**config.mk**
```make
export PLATFORM = sky130hd
export DESIGN_NAME = dft_mag_accum
export DESIGN_NICKNAME = d
export VERILOG_FILES = /design/src/rtl/dft_mag_accum.sv
export SDC_FILE = /design/constraint.sdc
export NUM_CORES = 1
export LEC_CHECK = 0
export ABC_AREA = 0
export BUFFER_PORTS_ARGS = -buffer_cell sky130_fd_sc_hd__buf_4
export CORE_ASPECT_RATIO = 0.9
export CORE_UTILIZATION = 35
export CTS_BUF_LIST = sky130_fd_sc_hd__clkbuf_16
export DETAILED_ROUTE_END_ITERATION = 12
export MAX_ROUTING_LAYER = met4
export SYNTH_ARGS = -nofsm -noshare
export SYNTH_HDL_FRONTEND = slang
export SYNTH_SLANG_ARGS = --single-unit
```
**constraint.sdc**
```tcl
create_clock -name clk -period 5.08 [get_ports clk]
set_input_delay 0.508 -clock clk [delete_from_list [all_inputs] [get_ports clk]]
set_output_delay 0.508 -clock clk [all_outputs]
set_load 0.01 [all_outputs]
```
**src/rtl/dft_mag_accum.sv**
```systemverilog
// Batched complex-magnitude combiner: alpha-max-plus-beta-min magnitude per sample,
// then saturating sum / running max / shifted mean over BATCH_N samples, 5-register pipeline.
module dft_mag_accum #(
  parameter int DATA_W    = 16,
  parameter int BATCH_N   = 3,
  parameter int AVG_SHIFT = 2
) (
  input  logic              clk,
  input  logic              rst,
  input  logic [1:0]        mode_in,
  input  logic              clear_in,
  input  logic [DATA_W-1:0] data_re_in,
  input  logic [DATA_W-1:0] data_im_in,
  input  logic              valid_in,
  output logic [DATA_W-2:0] data_out,
  output logic              valid_out,
  output logic              sat_out
);

  localparam int ACC_W = DATA_W + $clog2(BATCH_N);
  localparam int CNT_W = (BATCH_N > 1) ? $clog2(BATCH_N) : 1;
  localparam logic [ACC_W-1:0] SAT_MAX = {{(ACC_W-DATA_W+1){1'b0}}, {(DATA_W-1){1'b1}}};
  localparam logic [CNT_W-1:0] CNT_LAST = CNT_W'(BATCH_N - 1);

  // Handshake: a sample is taken on any rising edge where valid_in is high and clear_in
  // is low; there is no back-pressure, so the block accepts one sample every cycle.

  // The most negative input has no positive twin; it maps to the largest positive value.
  function automatic logic [DATA_W-2:0] sat_abs(input logic [DATA_W-1:0] x);
    logic [DATA_W-1:0] neg;
    neg = '0 - x;
    if (!x[DATA_W-1])
      return x[DATA_W-2:0];
    else if (x[DATA_W-2:0] == '0)
      return '1;
    else
      return neg[DATA_W-2:0];
  endfunction

  logic [CNT_W-1:0]  r_cnt;
  logic [1:0]        r_batch_mode;

  logic              r_s1_valid, r_s1_first, r_s1_last;
  logic [1:0]        r_s1_mode;
  logic [DATA_W-2:0] r_s1_abs_re, r_s1_abs_im;

  logic              r_s2_valid, r_s2_first, r_s2_last;
  logic [1:0]        r_s2_mode;
  logic [DATA_W-1:0] r_s2_mag;

  logic [ACC_W-1:0]  r_acc;
  logic              r_s3_done;
  logic [1:0]        r_s3_mode;

  logic              r_s4_valid;
  logic              r_s4_sat;
  logic [DATA_W-2:0] r_s4_data;

  logic [DATA_W-2:0] r_data_out;
  logic              r_valid_out;
  logic              r_sat_out;

  logic              w_accept;
  logic              w_first;
  logic [1:0]        w_mode;
  logic [DATA_W-2:0] w_mx, w_mn;
  logic [DATA_W-1:0] w_mag;
  logic [ACC_W-1:0]  w_mag_ext;
  logic [ACC_W-1:0]  w_sel;
  logic              w_sat;

  assign w_accept  = valid_in && !clear_in;
  assign w_first   = (r_cnt == '0);
  assign w_mode    = w_first ? mode_in : r_batch_mode;

  assign w_mx      = (r_s1_abs_re >= r_s1_abs_im) ? r_s1_abs_re : r_s1_abs_im;
  assign w_mn      = (r_s1_abs_re >= r_s1_abs_im) ? r_s1_abs_im : r_s1_abs_re;
  // Worst case is 1.375 * (2^(DATA_W-1)-1), which still fits DATA_W unsigned bits.
  assign w_mag     = {1'b0, w_mx} + DATA_W'(w_mn >> 2) + DATA_W'(w_mn >> 3);
  assign w_mag_ext = ACC_W'(r_s2_mag);

  always_comb begin
    w_sel = r_acc;
    if (r_s3_mode == 2'd2)
      w_sel = r_acc >> AVG_SHIFT;
  end
  assign w_sat = (w_sel > SAT_MAX);

  always_ff @(posedge clk) begin
    if (rst) begin
      r_cnt        <= '0;
      r_batch_mode <= '0;
      r_s1_valid   <= 1'b0;
      r_s1_first   <= 1'b0;
      r_s1_last    <= 1'b0;
      r_s1_mode    <= '0;
      r_s1_abs_re  <= '0;
      r_s1_abs_im  <= '0;
      r_s2_valid   <= 1'b0;
      r_s2_first   <= 1'b0;
      r_s2_last    <= 1'b0;
      r_s2_mode    <= '0;
      r_s2_mag     <= '0;
      r_acc        <= '0;
      r_s3_done    <= 1'b0;
      r_s3_mode    <= '0;
      r_s4_valid   <= 1'b0;
      r_s4_sat     <= 1'b0;
      r_s4_data    <= '0;
      r_data_out   <= '0;
      r_valid_out  <= 1'b0;
      r_sat_out    <= 1'b0;
    end else begin
      // Stage 1: batch bookkeeping and component magnitudes
      r_s1_valid  <= w_accept;
      r_s1_first  <= w_first;
      r_s1_last   <= (r_cnt == CNT_LAST);
      r_s1_mode   <= w_mode;
      r_s1_abs_re <= sat_abs(data_re_in);
      r_s1_abs_im <= sat_abs(data_im_in);
      if (w_accept) begin
        r_cnt <= (r_cnt == CNT_LAST) ? '0 : r_cnt + 1'b1;
        if (w_first)
          r_batch_mode <= mode_in;
      end

      // Stage 2: approximate magnitude
      r_s2_valid <= r_s1_valid;
      r_s2_first <= r_s1_first;
      r_s2_last  <= r_s1_last;
      r_s2_mode  <= r_s1_mode;
      r_s2_mag   <= w_mag;

      // Stage 3: accumulate; the first sample of a batch loads instead of combining
      r_s3_done <= r_s2_valid && r_s2_last;
      if (r_s2_valid) begin
        r_s3_mode <= r_s2_mode;
        if (r_s2_first)
          r_acc <= w_mag_ext;
        else if (r_s2_mode == 2'd1)
          r_acc <= (w_mag_ext > r_acc) ? w_mag_ext : r_acc;
        else
          r_acc <= r_acc + w_mag_ext;
      end

      // Stage 4: mode select and saturation
      r_s4_valid <= r_s3_done;
      if (r_s3_done) begin
        r_s4_sat  <= w_sat;
        r_s4_data <= w_sat ? '1 : w_sel[DATA_W-2:0];
      end

      // Stage 5: output registers hold until the next result
      r_valid_out <= r_s4_valid;
      if (r_s4_valid) begin
        r_data_out <= r_s4_data;
        r_sat_out  <= r_s4_sat;
      end

      // Clear drops the partial batch and every in-flight result, but keeps the last output
      if (clear_in) begin
        r_cnt       <= '0;
        r_acc       <= '0;
        r_s1_valid  <= 1'b0;
        r_s2_valid  <= 1'b0;
        r_s3_done   <= 1'b0;
        r_s4_valid  <= 1'b0;
        r_valid_out <= 1'b0;
      end
    end
  end

  assign data_out  = r_data_out;
  assign valid_out = r_valid_out;
  assign sat_out   = r_sat_out;

endmodule

```
; Word level (Yosys, flattened, before mapping)
; Cells that the tools add are included.
[totals]
register_bits = 115
inputBits = 38
word_cells = 56
[classes]
add_sub_neg = 6
magnitude_cmp = 3
n_eq_ne = 4
n_mux = 13
reduce_logical = 8
[ops]
columns = cell, count
row1 = 15-bit 2-to-1 mux, 7
row2 = 18-bit 2-to-1 mux, 4
row3 = 15-bit zero test, 2
row4 = 1-bit by 15-bit subtractor with 15-bit output (first input constant), 2
row5 = 18-bit by 16-bit adder with 18-bit output, 1
row6 = 16-bit by 18-bit greater-than comparator with 1-bit output, 1
row7 = 18-bit by 15-bit greater-than comparator with 1-bit output (second input constant), 1
row8 = 15-bit by 13-bit adder with 16-bit output, 1
row9 = 16-bit by 12-bit adder with 16-bit output, 1
row10 = 15-bit greater-or-equal comparator, 1
row11 = 2-bit == test (second input constant), 2
row12 = 2-bit 2-to-1 mux, 2
row13 = 3-bit by 2-bit != test with 1-bit output (second input constant), 1
row14 = 2-bit by 1-bit adder with 2-bit output (second input constant), 1
row15 = 2-bit by 1-bit == test with 1-bit output (second input constant), 1
row16 = 1-bit logical AND, 2
row17 = 2-bit zero test, 1
row18 = 2-bit AND reduction, 1
row19 = 2-bit OR reduction, 1
row20 = 1-bit zero test, 1

; Logic depth before layout (Yosys ltp)
[depth]
ltp_word = 4
depth_mapped = 21
ltp_nobuf = 20

; Least setup slack after synthesis
; Ideal clock, no wire load.
[synth_path]
kind = register to register
start = register r_s1_abs_im[8]
end = register r_s2_mag[14]
t_arrival_ns = 4.287
t_required_ns = 5.021
path_slack_ns = 0.734
path_stages_with_launch = 18
n_path_buf = 1
synth_period_minus_slack_ns = 4.346
path_cell_list = dfxtp_1 > inv_1 > ha_1 > a211oi_1 > o21a_1 > o31ai_1 > a31oi_1 > clkbuf_1 > mux2_2 > fa_1 > ha_1 > a211oi_1 > o21bai_1 > a21o_1 > a21oi_1 > o211ai_1 > a211o_1 > nand2_1
[synth_between]
elab_chain_len = 4
[synth_rtl]
columns = element, line_no
row1 = start: declaration, 45  ; logic [DATA_W-2:0] r_s1_abs_re, r_s1_abs_im;
row2 = start signal: assignment, 120  ; r_s1_abs_im <= sat_abs(data_im_in);
row3 = 15-bit greater-or-equal comparator, "76, 77"
row4 = 15-bit 2-to-1 mux (on tied branches), "76, 77"
row5 = 15-bit by 13-bit adder with 16-bit output, 79  ; assign w_mag = {1'b0, w_mx} + DATA_W'(w_mn >> 2) + DATA_W'(w_mn >> 3);
row6 = 16-bit by 12-bit adder with 16-bit output *, 79
row7 = end signal: assignment, 132  ; r_s2_mag <= w_mag;
row8 = end: declaration, 49  ; logic [DATA_W-1:0] r_s2_mag;
; Every way passes the cells marked *; elsewhere a longest branch is shown, timed or not.
; A chain may end at the register's enable or synchronous reset.

; Worst setup path in the final report
[layout_path]
start = register r_s1_abs_im[2]
end = register r_s2_mag[15]
; The elaborated chain is that of the path after synthesis.

==> results.md <==
- **maximum single-stage delay on the critical path** 530 ps
- **Setup crit start kind** flop
- **wire length of the first global-routing pass** 29100 um
- **number of clock buffers inserted by TritonCTS** 17
- **antenna fix cells** 0
- **sequential share of the synthesized area** 31.9%
- **number of endpoints with negative hold slack in the final report** 0
- **top post-synthesis cells by area** dfxtp_1, ha_1, a21oi_1
- **power density normalized to cell area** 377 nW/um2
- **syn avg cell area** 8.33 um2
- **number of antenna violations at the first check in global routing** 0
- **clock slew at the register clock pins of the worst setup and hold paths** 60 ps
- **sinks on the clock net** 115
- **I/O pins** 55
- **GPL Wtd Cong** 0.903
- **leading area contributor after synthesis** dfxtp_1
- **count of filler cells inserted in the layout** 2024
- **Util after Layout** 41.5%
- **Post-Layout Cell Count** 1168
- **final routed wirelength across all metal layers** 17100 um
- **r2r setup slk** 600 ps
- **net count of the mapped netlist** 982
- **Leakage Power** 3.42 nW
- **RR Startpoint** r_s1_abs_im[2]
- **number of DRC violations after detailed-routing iteration 0** 322
- **unrepaired setup endpoints after global routing** false
- **transition time at the pin with the least slew margin** 1060 ps
- **global routing usage summed across all routing layers** 17.6%
- **buffer type at the clock tree root** clkbuf_16
- **maximum clock insertion buffer count** 2
- **CP max stage cell** fa_1
- **main combinational cell family by area after synthesis** simple AND/OR/NAND/NOR gates
- **total count of max-transition violations in the final report** 0
- **destination of the worst register-to-register timing path** r_s2_mag[15]
- **final clock skew** 19.3 ps
- **final worst-path cycle share** 88.1%
- **mux contribution to synthesized area** 5.44%
- **total power draw** 3.14 mW
- **WL/cell** 14.6 um
- **y dimension of the die** 138 um
- **worst slack on hold paths** 330 ps
- **endpoint of the worst hold path** r_s1_valid
- **Cell Chain, Critical Path** inv_1 -> ha_1 -> a21o_1 -> a31oi_1 -> o21ai_0 -> a31oi_4 -> mux2_2 -> fa_1 -> inv_1 -> fa_1 -> nor2b_1 -> o31a_1 -> o311ai_0 -> a21boi_0 -> o21a_1 -> nor2_1 -> nor3_1
- **number of global-route vias before repair** 5744
- **TritonCTS clock tree** yes
- **buffers added on ports** 54
- **vias per std cell** 5.19
- **floorplan core area** 20100 um2
- **cell area after synthesis** 7220 um2
- **Compound-Gate Fraction of Synth Area** 18.1%
- **number of core rows** 49
- **Async S/R FF share, synth** 0%
- **buffers inserted by post-CTS timing repair** 0
- **total of flip-flops plus latches after synthesis** 115
- **Rel. slew slack** 29.2%
- **required time reported for the critical path endpoint** 5400 ps
- **main flop type after synthesis** dfxtp_1
- **starting density of the core** 35.9%
- **cell count of the worst reg-to-reg path** 17
- **synthesized-area fraction occupied by adder cells** 14.6%
- **number of cells upsized or downsized after cts** 0
- **hold path start** valid_in
- **hold crit path type** input port to flop
- **number of placed instances, taps included** 1137
- **post-synth top area share** 31.9%
- **Worst Path Arrival** 4800 ps
- **maximum vdd drop** 226 uV
- **vias after detailed routing** 6060
- **area taken by flip-flops and latches** 2300 um2
- **xor and xnor fraction of the mapped netlist area** 5.82%
- **final worst path period need** 4480 ps
- **pin count of the biggest net entering global routing** 95
- **Cell variety after synth** 62
- **area used by multi-input combinational logic** 4510 um2
- **Routed Antenna Nets** 0
- **Setup TNS Final** 0 ps
- **Synthesis Warnings** 0
- **die area** 21200 um2
- **maximum fanout along the worst path** 20
- **H-tree depth** 4
- **Mapped Cells** 867
- **final count of negative-setup-slack endpoints** 0
- **Pre-antenna DRT Iters** 5
- **Post-CTS Hold Fix Bufs** 0
- **max-cap violation count** 0
- **final layout net count** 1016
- **DP HPWL** 12900 um
- **most used standard cell by instance count after synthesis** dfxtp_1
- **overflow left after global routing** 0
- **signed area change from the synthesized netlist to the final layout** 15.7%
- **nature of the critical path endpoint** flop
- **number of cells on the worst hold path** 2
- **critical path start-end classification** flop to flop
- **result of the run** completed
- **count of flip-flops with a built-in enable after synthesis** 0
- **clk_lat worst skew** 430 ps
- **ratio of cells with drive above 1 in the final layout** 12.3%
- **share of synthesized cell area in and, or, nand and nor gates** 18.3%
- **Post-synth top cells** dfxtp_1, nor2_1, nand2_1, a21oi_1, ha_1
- **Die Span X** 153 um
- **remaining design rule violation count** 0
- **highest achievable clock rate** 223 MHz
[flip-flops by register name, summed over array words and instances (netlist names), 15 cells and up]
| signal | cells |
|---|---|
| r_s2_mag | 16 |
| data_out | 15 |
| r_s1_abs_im | 15 |
| r_s1_abs_re | 15 |
| r_s4_data | 15 |
| r_acc | 18 |
[area by class of cell]
| class | count | area share [%] |
|---|---|---|
| Tap cell | 255 | 3.82 |
| Timing Repair Buffer | 58 | 5.22 |
| Clock buffer | 17 | 5.10 |
| Multi-Input combinational cell | 650 | 54.0 |
| Clock inverter | 14 | 1.59 |
| Sequential cell | 115 | 27.6 |
| Inverter | 59 | 2.65 |
[metal layers]
layer	track usage, %	part of all wire (%)	up-vias
met5	-	0	-
met4	6.00	1.9	0
met3	3.76	4.5	26
met2	26.1	44	126
met1	23.6	50	2798
li1	-	-	3110
[through the flow]
step / area, um2 / setup WS, ps
floorplan: 7220 / 734
global placement: 7790 / 659
detailed placement: 7790 / 595
CTS: 8350 / 581
global route: 8350 / 191
finish: 8350 / 603
[layout by cell type (no fill, tap or decap), types with 5 or more instances in the layout]
master	count
dfxtp_1	115
nor2_1	93
nand2_1	86
a21oi_1	72
ha_1	65
inv_1	59
buf_4	58
o21ai_0	42
mux2i_1	28
xnor2_1	24
xor2_1	24
nor2b_1	17
nor3_1	17
clkbuf_16	17
o31ai_1	15
a311oi_1	15
nand3_1	14
fa_1	12
mux2_2	10
a21o_1	9
nand4_1	8
and3_1	8
a211oi_1	7
o211ai_1	7
o32ai_1	6
nand2b_1	5
nor4_1	5
clkinv_4	5
[logic make-up (layout without fill, tap and decap cells)]
logic type / count (synthesis) / in the layout
AO/OA/AOI/OAI: 205 / 205
XOR/XNOR: 48 / 48
adder cells (fa/ha/maj): 77 / 77
buffers and inverters: 102 / 148
flip-flops: 115 / 115
multiplexers: 38 / 38
AND/OR/NAND/NOR: 282 / 282
[how the worst max path moves through the flow]
stage | startpoint | endpoint | slack (ps) | depth (start not counted)
detailed placement | r_s1_abs_im[2] | r_s2_mag[15] | 590 | 18
finish | r_s1_abs_im[2] | r_s2_mag[15] | 600 | 17
CTS | r_s1_abs_im[2] | r_s2_mag[15] | 580 | 18
global route | r_s1_abs_im[6] | r_s2_mag[13] | 190 | 17
global placement | r_s1_abs_im[2] | r_s2_mag[15] | 660 | 18
floorplan | r_s1_abs_im[8] | r_s2_mag[14] | 730 | 17
[critical path, delay by kind of cell (launching register included)]
family / cells / cell delay (ps)
adders and majority gates: 3 / 1240
AOI/OAI and AO/OA: 8 / 1840
muxes: 1 / 420
and+or+nand+nor: 3 / 410
buffers and inverters: 2 / 120
DFF: 1 / 350
[power breakdown]
| group | total (mW) | switching, mW | internal (mW) |
|---|---|---|---|
| clock network | 1.14 | 0.462 | 0.674 |
| registers | 1.05 | 0.0745 | 0.977 |
| logic | 0.957 | 0.555 | 0.402 |
(Power assumes the default switching activity.)
